--- src/rtl/mmio_switch_input.sv ---
// ---------------------------------------------------------------------------
// mmio_switch_input
//
// Memory-mapped input port that brings board switches and buttons onto the
// processor data bus. Each raw input is passed through a two-flop
// synchroniser and then debounced: a shared prescaler produces a periodic
// tick, and a bit's debounced value flips only after it has disagreed with
// the synchronised input on STABLE_TICKS consecutive ticks. A debounced
// button press sets a sticky event flag and bumps a saturating event counter.
//
// Register window (word offsets from BASE_ADDR):
//   0 SW_STATE   RO   debounced switches, zero-extended
//   1 BTN_STATE  RO   debounced buttons, zero-extended
//   2 BTN_EVENT  W1C  sticky press flags; writing 1 clears a flag
//   3 EVT_CNT    RW0  8-bit saturating press count; any write clears it
//
// Ports:
//   clock   processor clock, all state on the rising edge
//   reset   asynchronous active-high reset, clears all state
//   addr    dmem word address
//   wren    dmem write enable
//   data    dmem write data
//   SW      raw switch levels (asynchronous)
//   BTN     raw button levels (asynchronous, 1 = pressed)
//   q_io    registered read data, 1-clock latency like the RAM
//   io_hit  registered: address of the previous cycle fell in the window
//   irq     registered OR of all sticky event flags
// ---------------------------------------------------------------------------
module mmio_switch_input #(
    parameter logic [11:0] BASE_ADDR       = 12'hF00,
    parameter int          NUM_SW          = 16,
    parameter int          NUM_BTN         = 5,
    parameter int          DEBOUNCE_CYCLES = 50000,
    parameter int          STABLE_TICKS    = 4
) (
    input  logic               clock,
    input  logic               reset,
    input  logic [11:0]        addr,
    input  logic               wren,
    input  logic [31:0]        data,
    input  logic [NUM_SW-1:0]  SW,
    input  logic [NUM_BTN-1:0] BTN,
    output logic [31:0]        q_io,
    output logic               io_hit,
    output logic               irq
);

    // Switches occupy the low bits of the combined vector, buttons the top.
    localparam int NB = NUM_SW + NUM_BTN;
    localparam int PW = (DEBOUNCE_CYCLES > 1) ? $clog2(DEBOUNCE_CYCLES) : 1;
    localparam int CW = (STABLE_TICKS > 1) ? $clog2(STABLE_TICKS) : 1;
    localparam logic [PW-1:0] PRE_MAX = PW'(DEBOUNCE_CYCLES - 1);
    localparam logic [CW-1:0] CNT_MAX = CW'(STABLE_TICKS - 1);

    logic [NB-1:0]          sync1_q, sync1_d;
    logic [NB-1:0]          sync2_q, sync2_d;
    logic [PW-1:0]          pre_q, pre_d;
    logic [NB-1:0]          stable_q, stable_d;
    logic [NB-1:0][CW-1:0]  dbc_cnt_q, dbc_cnt_d;
    logic [NUM_BTN-1:0]     btn_dly_q, btn_dly_d;
    logic [NUM_BTN-1:0]     event_q, event_d;
    logic [7:0]             evt_cnt_q, evt_cnt_d;
    logic [31:0]            q_io_q, q_io_d;
    logic                   io_hit_q, io_hit_d;
    logic                   irq_q, irq_d;

    logic                   tick;
    logic [NUM_BTN-1:0]     btn_stable;
    logic [NUM_BTN-1:0]     rise;
    logic                   in_window;
    logic [1:0]             offset;
    logic                   wr_evt;
    logic                   wr_cnt;
    logic [NUM_BTN-1:0]     clr_mask;
    logic [8:0]             evt_sum;

    // Only the low NUM_BTN data bits are ever consumed by a register.
    logic unused_data;
    assign unused_data = ^data;

    always_comb begin
        // Synchroniser chain
        sync1_d = {BTN, SW};
        sync2_d = sync1_q;

        // Debounce prescaler: tick is high in the last count of each period
        tick  = (pre_q == PRE_MAX);
        pre_d = tick ? '0 : pre_q + PW'(1);

        // Per-bit debounce; the stability counter only moves on a tick, and
        // any agreeing tick throws away the accumulated disagreement.
        stable_d  = stable_q;
        dbc_cnt_d = dbc_cnt_q;
        if (tick) begin
            for (int i = 0; i < NB; i++) begin
                if (sync2_q[i] == stable_q[i]) begin
                    dbc_cnt_d[i] = '0;
                end else if (dbc_cnt_q[i] == CNT_MAX) begin
                    stable_d[i]  = sync2_q[i];
                    dbc_cnt_d[i] = '0;
                end else begin
                    dbc_cnt_d[i] = dbc_cnt_q[i] + CW'(1);
                end
            end
        end

        // Press detection on the debounced buttons (releases are ignored)
        btn_stable = stable_q[NB-1:NUM_SW];
        btn_dly_d  = btn_stable;
        rise       = btn_stable & ~btn_dly_q;

        // Address decode
        in_window = (addr[11:2] == BASE_ADDR[11:2]);
        offset    = addr[1:0];
        wr_evt    = wren && in_window && (offset == 2'd2);
        wr_cnt    = wren && in_window && (offset == 2'd3);

        // Set is OR-ed in after the clear so a coincident press survives
        clr_mask = wr_evt ? data[NUM_BTN-1:0] : '0;
        event_d  = (event_q & ~clr_mask) | rise;

        // A clearing write replaces the old count, but this cycle's presses
        // still land on top of it.
        evt_sum = wr_cnt ? 9'd0 : {1'b0, evt_cnt_q};
        for (int i = 0; i < NUM_BTN; i++) begin
            evt_sum = evt_sum + 9'(rise[i]);
        end
        evt_cnt_d = (evt_sum > 9'd255) ? 8'hFF : evt_sum[7:0];

        // Read path uses current register contents, so a same-cycle write is
        // not visible until the following read.
        q_io_d = 32'd0;
        if (in_window) begin
            case (offset)
                2'd0:    q_io_d = 32'(stable_q[NUM_SW-1:0]);
                2'd1:    q_io_d = 32'(btn_stable);
                2'd2:    q_io_d = 32'(event_q);
                default: q_io_d = {24'd0, evt_cnt_q};
            endcase
        end
        io_hit_d = in_window;
        irq_d    = |event_d;
    end

    always_ff @(posedge clock or posedge reset) begin
        if (reset) begin
            sync1_q   <= '0;
            sync2_q   <= '0;
            pre_q     <= '0;
            stable_q  <= '0;
            dbc_cnt_q <= '0;
            btn_dly_q <= '0;
            event_q   <= '0;
            evt_cnt_q <= '0;
            q_io_q    <= '0;
            io_hit_q  <= 1'b0;
            irq_q     <= 1'b0;
        end else begin
            sync1_q   <= sync1_d;
            sync2_q   <= sync2_d;
            pre_q     <= pre_d;
            stable_q  <= stable_d;
            dbc_cnt_q <= dbc_cnt_d;
            btn_dly_q <= btn_dly_d;
            event_q   <= event_d;
            evt_cnt_q <= evt_cnt_d;
            q_io_q    <= q_io_d;
            io_hit_q  <= io_hit_d;
            irq_q     <= irq_d;
        end
    end

    assign q_io   = q_io_q;
    assign io_hit = io_hit_q;
    assign irq    = irq_q;

endmodule

--- config.mk ---
export PLATFORM = sky130hd
export DESIGN_NAME = mmio_switch_input
export DESIGN_NICKNAME = d
export VERILOG_FILES = /design/src/rtl/mmio_switch_input.sv
export SDC_FILE = /design/constraint.sdc
export NUM_CORES = 1
export LEC_CHECK = 0
export ABC_CLOCK_PERIOD_IN_PS = 6400
export BUFFER_PORTS_ARGS = -buffer_cell sky130_fd_sc_hd__buf_2
export CORE_MARGIN = 2
export CORE_UTILIZATION = 57
export DETAILED_ROUTE_END_ITERATION = 10
export GPL_ROUTABILITY_DRIVEN = 0
export PLACE_DENSITY = 0.86
export SYNTH_ARGS = -nofsm -noshare
export SYNTH_HDL_FRONTEND = slang
export SYNTH_SLANG_ARGS = --single-unit
--- constraint.sdc ---
create_clock -name clock -period 6.4 [get_ports clock]
set_input_delay 0.96 -clock clock [delete_from_list [all_inputs] [get_ports clock]]
set_output_delay 0.96 -clock clock [all_outputs]
set_load 0.005 [all_outputs]
==> impl_metrics.ini <==
[yosys]
synth-simple-area-share_pct = 14.14
synth_xor_area_share_pct = 5.121
synth-seq-area-share_pct = 58.90
synthArstFlopShare_pct = 100.0
synth_adder_area_share_pct = 5.778
synth.distinct_cells = 45
yosysTopAreaCellShare_pct = 58.90
synth_compound_area_share_pct = 6.171
synth_edf_count = 0
ys_ff_latch = 157
synth_area_leader_cell = dfrtp_1
ys.flop_type = dfrtp_1
syn-cell-area_sq_mm = 0.006670
synth_top_family_by_area = simple AND/OR/NAND/NOR gates
yosys_warnings = 0
synth_mux_area_share_pct = 5.234
synth_cells = 538
synth_area_per_cell_sq_um = 12.40
netlist_top_cells_area = dfrtp_1 59%, ha_1 4.9%, xnor2_1 3.5%

[sta]
holdWs_ns = 0.3422
slew_headroom_pct = 26.02
drv_slew = 0
min_period_ns = 3.639
hold_violations = 0
rsz0062_at_grt = false
finClkSkew_ns = 0.008442
setup_tns_ns = 0
finalSetupViolations = 0
fin_crit_sh_pct = 56.86
fmax_mhz = 274.8
tightest_slew_ns = 1.110

[routing]
drt-met1-wl_microns = 4946
top_layer = met4
vias = 4242
wl_met2_microns = 6559
avgViaCountPerCell = 5.626
wl_per_cell_microns = 16.47
ant_nets = 0
wl_met3_microns = 568
drc = 0
wl_microns = 12420
first_pass_iters = 4
first_iter_violations = 268

[setup_path]
arrival_ns = 3.92
crit_chain = buf_2 > nand4bb_2 > or3_1 > o21ai_0 > fa_1 > inv_1 > ha_1 > fa_1 > a21oi_1 > nor2_1 > nand4b_1 > o21ai_0
critPathBufInv = 2
crit_type = primary input to flop
endpoint_kind = flop
cp_top_family = simple AND/OR/NAND/NOR gates
cp_slowest_cell = or3_1
reg2reg_depth = 10
cp_max_fo = 7
critPathMaxStageDelay_ns = 0.50
start_kind = primary input
critPathRequiredTime_ns = 6.68
cp.depth = 12

[cts]
hold_buffers = 0
h-tree-depth = 4
clock-sinks = 157
ctsLongestPathBuffers = 2
clk_pin_slew_ns = 0.06
cts_tree = built
cts_buffers = 17
clk_latency_ns = 0.43
post_cts_buffers = 0
ctsResizeCount = 0
root_buffer = clkbuf_16

[finish]
seq_area_sq_mm = 0.003929
multi_input_area_sq_mm = 0.002500
mostFrequentLayoutCells = 157 x dfrtp_1, 61 x nand2_1, 58 x buf_2, 27 x xnor2_1, 26 x ha_1
utilization_pct = 66.50
drive_gt1_share_pct = 18.49
final_area_sq_mm = 0.007594
nets = 695
final_cells = 754
final_common_cell = dfrtp_1
syn_to_final_growth_pct = 13.84
num_antenna_cells = 0
fillerInstances = 834

[floorplanning]
core_area_sq_mm = 0.01142
die_w_microns = 112.2
num_rows = 39
dieArea_sq_mm = 0.01258
io_pins = 102
die_h_microns = 112.2
start_util_pct = 58.42

[pwr]
power_density_mw_per_mm2 = 271.1
p_leak_nw = 3.842
peakVddDrop_mv = 0.2234

[placed_design]
place_inst = 722
dp_hpwl_microns = 8135
io_buffers = 58
placed_area_sq_mm = 0.007012

[global_route]
grt_pass1_wl_microns = 21360
antenna_found_initial = 0
grt_max_degree = 94
gr-total-overflow = 0
grt_pass1_vias = 4571
grtUsageTotal_pct = 21.54

[min_path]
hold_depth = 0
hold_class = flop to flop

[run_status]
outcome = complete, no violations

[flow_run]
drv_cap = 0
area by class of cell:
type	count	area share [%]
Sequential cell	157	51.74
Multi-Input combinational cell	337	32.92
Clock buffer	20	5.882
Timing Repair Buffer	60	4.020
Tap cell	143	2.356
Clock inverter	12	1.780
Inverter	25	1.302
sequential cells by signal, indices dropped and copies added (netlist names):
signal and count:
pre_q 16, irq 1, evt_cnt_q 8, event_q 5, dbc_cnt_q 42, btn_dly_q 5, stable_q 21, io_hit 1
sync2_q 21, q_io 16, sync1_q 21
cell usage after synthesis, types with 8 or more instances:
| master | count |
|---|---|
| and3_1 | 10 |
| nand2_1 | 61 |
| a21o_1 | 20 |
| clkbuf_1 | 9 |
| xnor2_1 | 27 |
| o31ai_1 | 18 |
| buf_4 | 19 |
| ha_1 | 26 |
| xor2_1 | 12 |
| nor2_1 | 16 |
| nand3_1 | 14 |
| nor4_1 | 21 |
| mux2_1 | 13 |
| mux2_2 | 8 |
| dfrtp_1 | 157 |
| inv_1 | 25 |
cells by family (layout without fill, tap and decap cells):
group,Yosys count,count (layout)
AND/OR/NAND/NOR,170,170
flip-flops,157,157
buffers and inverters,59,117
AO/OA/AOI/OAI,57,57
XOR/XNOR,39,39
adder cells (fa/ha/maj),29,29
multiplexers,26,26
other,1,16
final timing paths:
kind	start	end	slack [ns]
max in group asynchronous	reset	dbc_cnt_q[4]	4.39
setup reg to reg	stable_q[19]	evt_cnt_q[5]	3.07
hold reg to reg	sync1_q[13]	sync2_q[13]	0.34
hold / removal	sync1_q[13]	sync2_q[13]	0.34
min in group asynchronous	reset	pre_q[12]	0.67
setup / recovery	addr[6]	evt_cnt_q[5]	2.76
report_power, final:
part	leakage, nW	total [mW]	switching (mW)	internal, mW
Combinational	1.51	0.0547	0.0365	0.0182
Sequential	2.05	1.01	0.00678	1.01
Clock	0.285	0.991	0.404	0.587
Total	3.84	2.06	0.447	1.61
layer usage:
| layer | up-vias | global-route usage, % |
|---|---|---|
| met4 | 0 | 9.187 |
| li1 | 1968 | - |
| met3 | 36 | 6.048 |
| met5 | - | 0 |
| met2 | 113 | 36.91 |
| met1 | 2125 | 25.68 |
worst reg2reg max path, delay by kind of cell, from the launching register on:
kind,cells,cell delay (ns)
flip-flops,1,0.42
adder cells (fa/ha/maj),4,1.73
AO/OA/AOI/OAI,2,0.47
buffers and inverters,1,0.05
AND/OR/NAND/NOR,3,0.51
metrics by stage:
step / setup slack, ns / power [mW]
2_1_floorplan: 1.205 / 1.070
6_report: 2.761 / 2.059
3_3_place_gp: 2.576 / 1.083
5_1_grt: 2.631 / 2.128
4_1_cts: 2.818 / 2.073
3_5_place_dp: 2.476 / 1.087
Note: power is estimated with default switching activity, not from simulation.
